<file path="config.mk">
export PLATFORM = sky130hd
export DESIGN_NAME = sfilt_drv
export DESIGN_NICKNAME = d
export VERILOG_FILES = /design/src/rtl/sfilt_pkg.sv /design/src/rtl/sfilt_tapline.sv /design/src/rtl/sfilt_drv.sv
export SDC_FILE = /design/constraint.sdc
export NUM_CORES = 1
export LEC_CHECK = 0
export CORE_UTILIZATION = 53
export DETAILED_ROUTE_END_ITERATION = 10
export PLACE_DENSITY = 0.73
export REMOVE_ABC_BUFFERS = 1
export SYNTH_ARGS = -nofsm -noshare
export SYNTH_HDL_FRONTEND = slang
export SYNTH_SLANG_ARGS = --single-unit
</file>
<file path="constraint.sdc">
create_clock -name clk -period 4.6 [get_ports clk]
set_clock_uncertainty 0.2 [all_clocks]
set_input_delay 0.92 -clock clk [delete_from_list [all_inputs] [get_ports clk]]
set_output_delay 0.92 -clock clk [all_outputs]
set_load 0.1 [all_outputs]
</file>
<file path="src/rtl/sfilt_pkg.sv">
// Shared constants for the sfilt command sequencer: command codes, FSM states, watchdog length.
package sfilt_pkg;

    localparam logic [1:0] CMD_FIRST = 2'd0;
    localparam logic [1:0] CMD_MAC   = 2'd1;
    localparam logic [1:0] CMD_SHIFT = 2'd2;
    localparam logic [1:0] CMD_OUT   = 2'd3;

    localparam int TIMEOUT_CYC = 16;

    typedef enum logic [1:0] {
        IDLE  = 2'd0,
        ISSUE = 2'd1,
        WAIT  = 2'd2
    } state_e;

endpackage

</file>
<file path="src/rtl/sfilt_tapline.sv">
// Circular sample delay line plus coefficient bank, with a combinational read of tap k
// (sample k positions older than the newest, and coefficient k).
module sfilt_tapline #(
    parameter int NTAPS = 8
) (
    input  logic        clk,
    input  logic        rst,
    input  logic        smp_we_i,
    input  logic [31:0] smp_data_i,
    input  logic        coef_we_i,
    input  logic [4:0]  coef_addr_i,
    input  logic [31:0] coef_data_i,
    input  logic [5:0]  tap_k_i,
    output logic [31:0] tap_x_o,
    output logic [31:0] tap_c_o
);

    logic [31:0] line_q [NTAPS];
    logic [31:0] coef_q [NTAPS];
    logic [5:0]  wp_q;
    logic [6:0]  rd_sum;
    logic [6:0]  rd_idx;

    // Newest sample sits one slot behind the write pointer.
    always_comb begin
        rd_sum  = {1'b0, wp_q} + 7'(NTAPS - 1) - {1'b0, tap_k_i};
        rd_idx  = (rd_sum >= 7'(NTAPS)) ? rd_sum - 7'(NTAPS) : rd_sum;
        tap_x_o = '0;
        tap_c_o = '0;
        for (int i = 0; i < NTAPS; i++) begin
            if (rd_idx == 7'(i)) tap_x_o = line_q[i];
            if (tap_k_i == 6'(i)) tap_c_o = coef_q[i];
        end
    end

    always_ff @(posedge clk) begin
        if (rst) begin
            wp_q <= '0;
            for (int i = 0; i < NTAPS; i++) begin
                line_q[i] <= '0;
                coef_q[i] <= '0;
            end
        end else begin
            if (smp_we_i) begin
                for (int i = 0; i < NTAPS; i++) begin
                    if (wp_q == 6'(i)) line_q[i] <= smp_data_i;
                end
                wp_q <= (wp_q == 6'(NTAPS - 1)) ? 6'd0 : wp_q + 6'd1;
            end
            if (coef_we_i) begin
                for (int i = 0; i < NTAPS; i++) begin
                    if (coef_addr_i == 5'(i)) coef_q[i] <= coef_data_i;
                end
            end
        end
    end

endmodule

</file>
<file path="src/rtl/sfilt_drv.sv">
// Sequencer issuing first/mac/shift/out commands to sfilt per sample and returning its result.
// Optional watchdog in WAIT when SFILT_DRV_TIMEOUT_EN is defined.
//   state | meaning
//   IDLE  | ready for a sample; coefficient writes allowed
//   ISSUE | streaming NTAPS+2 commands to the filter
//   WAIT  | waiting for the filter result
module sfilt_drv
    import sfilt_pkg::*;
#(
    parameter int NTAPS = 8,
    parameter int SHIFT = 15
) (
    input  logic        clk,
    input  logic        rst,
    input  logic        in_push,
    input  logic [31:0] in_data,
    output logic        in_ready,
    input  logic        coef_we,
    input  logic [4:0]  coef_addr,
    input  logic [31:0] coef_data,
    output logic        f_pushin,
    output logic [1:0]  f_cmd,
    output logic [31:0] f_q,
    output logic [31:0] f_h,
    input  logic        f_pushout,
    input  logic [31:0] f_z,
    output logic        out_push,
    output logic [31:0] out_data,
    output logic        err
);

    state_e      state_q;
    logic [5:0]  step_q;
    logic        pushin_q;
    logic [1:0]  cmd_q;
    logic [31:0] q_q;
    logic [31:0] h_q;
    logic        out_push_q;
    logic [31:0] out_data_q;
    logic        in_ready_q;
    logic        pend_we_q;
    logic [4:0]  pend_addr_q;
    logic [31:0] pend_data_q;

    logic        coef_ok;
    logic        smp_we;
    logic        tl_we;
    logic [4:0]  tl_addr;
    logic [31:0] tl_data;
    logic [5:0]  tap_k;
    logic [31:0] tap_x;
    logic [31:0] tap_c;

    // A coefficient write arriving with a sample is held back until that sample's
    // commands have all been issued, so it cannot leak into its own computation.
    always_comb begin
        coef_ok = coef_we && ({1'b0, coef_addr} < 6'(NTAPS));
        smp_we  = (state_q == IDLE) && in_push;
        tap_k   = (state_q == ISSUE) ? step_q + 6'd1 : 6'd0;
        tl_we   = 1'b0;
        tl_addr = coef_addr;
        tl_data = coef_data;
        if (state_q == ISSUE && step_q == 6'(NTAPS + 1) && pend_we_q) begin
            tl_we   = 1'b1;
            tl_addr = pend_addr_q;
            tl_data = pend_data_q;
        end else if (state_q == IDLE && coef_ok && !in_push) begin
            tl_we = 1'b1;
        end
    end

    sfilt_tapline #(.NTAPS(NTAPS)) u_tapline (
        .clk         (clk),
        .rst         (rst),
        .smp_we_i    (smp_we),
        .smp_data_i  (in_data),
        .coef_we_i   (tl_we),
        .coef_addr_i (tl_addr),
        .coef_data_i (tl_data),
        .tap_k_i     (tap_k),
        .tap_x_o     (tap_x),
        .tap_c_o     (tap_c)
    );

`ifdef SFILT_DRV_TIMEOUT_EN
    logic [4:0] wd_q;
    logic       err_q;
    assign err = err_q;
`else
    assign err = 1'b0;
`endif

    // Command registers are loaded with the step about to be presented.
    always_ff @(posedge clk) begin
        if (rst) begin
            state_q     <= IDLE;
            step_q      <= '0;
            pushin_q    <= 1'b0;
            cmd_q       <= '0;
            q_q         <= '0;
            h_q         <= '0;
            out_push_q  <= 1'b0;
            out_data_q  <= '0;
            in_ready_q  <= 1'b1;
            pend_we_q   <= 1'b0;
            pend_addr_q <= '0;
            pend_data_q <= '0;
`ifdef SFILT_DRV_TIMEOUT_EN
            wd_q        <= '0;
            err_q       <= 1'b0;
`endif
        end else begin
            out_push_q <= 1'b0;
            unique case (state_q)
                IDLE: begin
                    if (in_push) begin
                        state_q    <= ISSUE;
                        in_ready_q <= 1'b0;
                        step_q     <= '0;
                        pushin_q   <= 1'b1;
                        cmd_q      <= CMD_FIRST;
                        q_q        <= in_data;
                        h_q        <= tap_c;
                        if (coef_ok) begin
                            pend_we_q   <= 1'b1;
                            pend_addr_q <= coef_addr;
                            pend_data_q <= coef_data;
                        end
                    end
                end
                ISSUE: begin
                    step_q <= step_q + 6'd1;
                    if (step_q + 6'd1 < 6'(NTAPS)) begin
                        cmd_q <= CMD_MAC;
                        q_q   <= tap_x;
                        h_q   <= tap_c;
                    end else if (step_q + 6'd1 == 6'(NTAPS)) begin
                        cmd_q <= CMD_SHIFT;
                        q_q   <= '0;
                        h_q   <= {25'd0, 7'(SHIFT)};
                    end else if (step_q + 6'd1 == 6'(NTAPS + 1)) begin
                        cmd_q <= CMD_OUT;
                        q_q   <= '0;
                        h_q   <= '0;
                    end else begin
                        pushin_q  <= 1'b0;
                        cmd_q     <= '0;
                        q_q       <= '0;
                        h_q       <= '0;
                        pend_we_q <= 1'b0;
                        state_q   <= WAIT;
`ifdef SFILT_DRV_TIMEOUT_EN
                        wd_q      <= 5'(TIMEOUT_CYC - 1);
`endif
                    end
                end
                WAIT: begin
                    if (f_pushout) begin
                        out_push_q <= 1'b1;
                        out_data_q <= f_z;
                        in_ready_q <= 1'b1;
                        state_q    <= IDLE;
                    end
`ifdef SFILT_DRV_TIMEOUT_EN
                    else if (wd_q == 5'd0) begin
                        err_q      <= 1'b1;
                        in_ready_q <= 1'b1;
                        state_q    <= IDLE;
                    end else begin
                        wd_q <= wd_q - 5'd1;
                    end
`endif
                end
                default: state_q <= IDLE;
            endcase
        end
    end

    assign in_ready = in_ready_q;
    assign f_pushin = pushin_q;
    assign f_cmd    = cmd_q;
    assign f_q      = q_q;
    assign f_h      = h_q;
    assign out_push = out_push_q;
    assign out_data = out_data_q;

endmodule

</file>
==> results.json <==
{
  "outcome": "complete, no violations",
  "reg2reg_slack_ps": 150,
  "drive_gt1_frac": 0.1078,
  "firstDrtPassIters": 6,
  "synth-edff-count": 512,
  "power_density_nw_per_um2": 450.1,
  "cts_buffer_depth": 3,
  "cts_made_buffers": 70,
  "grt_pass1_wl_mm": 125.2,
  "io_pins": 208,
  "die-area_um2": 55500,
  "area_growth_pct": 19.97,
  "critPathSlowestCell": "mux2_2",
  "syn_inst": 2588,
  "cp.required_ps": 4960,
  "critical_path_buf_inv_count": 4,
  "ctsHoldBuffers": 0,
  "worst_pin_slew_ps": 1161,
  "ys_async_sr_fraction": 0,
  "hold_ws_ps": 242.4,
  "path_cells": "buf_4, and3_1, xnor2_1, nor2_2, ha_1, inv_1, ha_1, and3_1, a221oi_2, mux2_2, or2_2, o22a_1, a2111oi_4, buf_6, clkbuf_16, o221ai_1, a31oi_1",
  "crit_path_max_incr_delay_ps": 400,
  "synth-seq-cells": 665,
  "ctsHtreeMaxLevel": 3,
  "ys.flop_type": "edfxtp_1",
  "grt_max_degree": 89,
  "fp.coreArea_um2": 53810,
  "cts_tree": "built",
  "num_vias": 22151,
  "p_leak_uw": 0.01272,
  "finalSetupViolations": 0,
  "arrival_ps": 4800,
  "slew_headroom": 0.2236,
  "wirelength_mm": 83.06,
  "hpwl_mm": 47.23,
  "cap_violations": 0,
  "grt_pass1_vias": 22241,
  "crit_type": "reg2reg",
  "clock_latency_ps": 630,
  "clock_sinks": 665,
  "route.detailed.drc": 0,
  "fmax_mhz": 224.8,
  "routedWlPerCell_um": 23.50,
  "grt_use_total": 0.2934,
  "yosys_warnings": 0,
  "netlist_area_um2": 28920,
  "power_uw": 15620,
  "die_x_um": 235.6,
  "postSynthAreaPerCell_um2": 11.17,
  "cp_top_family": "compound AO/OA/AOI/OAI gates",
  "place_congestion": 0.8418,
  "fin_nets": 2908,
  "initial_core_util": 0.5373,
  "grt-ovfl-total": 0,
  "initialDrtViolationCount": 2340,
  "crit_fanout": 8,
  "portBuffers": 206,
  "crit_path_start_kind": "register",
  "hold_viol_final": 0,
  "hp-class": "reg2reg",
  "slew_viol_final": 0,
  "rows": 85,
  "synth_cell_type_count": 71,
  "cts-root-buf": "clkbuf_16",
  "grt_antenna_before_repair": 0,
  "period_needed_ps": 4449,
  "drtAntennaViolNets": 0,
  "fin_crit_sh": 0.9672,
  "ys_seq_area_frac": 0.6376,
  "dieHeight_um": 235.6,
  "setup.worst_path.end_class": "register",
  "clk_pin_slew_worst_paths_ps": 60,
  "via_per_inst": 6.266,
  "diodes": 0,
  "vdd_ir_drop_max_mv": 0.2952
}
[path summary, 6_finish.rpt]
check	startpoint	to	cells past startpoint
max	step_q[0]	f_q[21]	17
min	in_ready	in_ready	2
max reg2reg	step_q[0]	f_q[21]	17
min reg2reg	in_ready	in_ready	2
[through the flow]
stage	utilization	instances	setup slack, ps	TNS, ps	cell area (µm²)
after floorplan	-	2399	-3335	-134270	28170
after global placement	0.5976	3402	136.1	0	32160
after detailed placement	0.5976	3402	13.16	0	32160
after CTS	0.6425	3532	-24.07	-50.71	34570
after global routing	0.6446	3535	-30.71	-154.7	34690
final	0.6446	3535	150.8	0	34690
[layout make-up]
| class | count | area (µm²) |
|---|---|---|
| fill | 4084 | 19120 |
| sequential | 665 | 18440 |
| multi-input combinational | 1653 | 9599 |
| timing repair buffer | 310 | 3060 |
| clock buffer | 100 | 2028 |
| tap | 696 | 870.8 |
| clock inverter | 30 | 386.6 |
| inverter | 81 | 304.0 |
[tightest hold or removal path: stages, from the launching register on]
cell,delay (ps)
dfxtp_1,310
nand2_1,50
nand2_1,40
[routing by layer]
layer	global-route usage	up-vias	wire, µm
met1	0.3625	10929	31340
li1	-	9821	-
met3	0.05148	200	7625
met5	0	-	0
met2	0.5082	1201	41580
met4	0.1218	0	2509
[cell families after synthesis]
family	synth area share
adder cells (fa/ha/maj)	0.009347
AND/OR/NAND/NOR	0.1453
AO/OA/AOI/OAI	0.1501
other	0.0001297
XOR/XNOR	0.004847
flip-flops	0.6376
multiplexers	0.01653
buffers and inverters	0.03613
[state kept, by name, indices dropped and copies added (netlist names), 2 cells and up]
register / count
u_tapline.coef_q: 256
u_tapline.line_q: 256
f_h: 32
f_q: 32
out_data: 32
pend_data_q: 32
step_q: 6
u_tapline.wp_q: 6
pend_addr_q: 5
f_cmd: 2
state_q: 2
[where the power goes]
| group | switching, µW | total [µW] | internal (µW) |
|---|---|---|---|
| Clock | 2470 | 5880 | 3410 |
| Combinational | 1940 | 2800 | 860 |
| Sequential | 140 | 6930 | 6790 |
[layout by cell type (no fill, tap or decap), types with 6 or more instances in the layout]
| cell type | n |
|---|---|
| clkinv_2 | 11 |
| nand2_1 | 264 |
| nand2b_1 | 77 |
| a31o_2 | 6 |
| nor2_1 | 546 |
| dfxtp_1 | 151 |
| clkbuf_16 | 74 |
| o221ai_1 | 16 |
| a311o_1 | 22 |
| a211oi_1 | 33 |
| clkdlybuf4s50_1 | 205 |
| inv_1 | 81 |
| mux2_2 | 20 |
| a221oi_1 | 91 |
| a31oi_1 | 26 |
| mux2i_1 | 23 |
| edfxtp_1 | 512 |
| o221ai_2 | 15 |
| a22oi_1 | 62 |
| ha_1 | 16 |
| clkbuf_1 | 17 |
| o311ai_0 | 22 |
| clkbuf_8 | 10 |
| or2_2 | 13 |
| xnor2_1 | 8 |
| nand3_1 | 53 |
| a21o_1 | 61 |
| xor2_1 | 6 |
| o22ai_1 | 40 |
| buf_12 | 15 |
| o21ai_0 | 53 |
| buf_4 | 86 |
| a21oi_1 | 49 |
| a22o_1 | 36 |
[what timing repair did]
| action | in CTS | in global routing |
|---|---|---|
| pin swaps | 0 | 8 |
| setup buffers | 0 | 1 |
| setup endpoints to repair | 4 | 32 |
| gates cloned | 0 | 2 |
| gates resized for setup | 0 | 20 |
[synth_stat cells, types with 5 or more instances]
library cell  instances  area, µm²
nor2_1              553       2076
edfxtp_1            512      15370
nand2_1             264      991.0
clkbuf_1            170      638.1
dfxtp_1             153       3063
a221oi_1             91      797.0
inv_1                81      304.0
nand2b_1             77      481.7
a22oi_1              62      465.5
a21o_1               61      457.9
nand3_1              53      265.3
o21ai_0              53      265.3
a21oi_1              52      260.3
o22ai_1              41      256.5
a22o_1               36      315.3
a211oi_1             33      247.7
a31oi_1              27      168.9
mux2i_1              23      230.2
a311o_1              22      220.2
o311ai_0             22      192.7
ha_1                 20      250.2
mux2_2               20      225.2
o221ai_1             16      140.1
o221ai_2             15      225.2
or2_2                13      81.33
buf_1                11      41.29
xnor2_1               9      78.83
xor2_1                7      61.31
a31o_2                6      52.55
nor2b_1               6      37.54
nor3_1                6      30.03
and2_1                5      31.28
and3_1                5      31.28
o31ai_1               5      37.54
(Power assumes the default switching activity.)
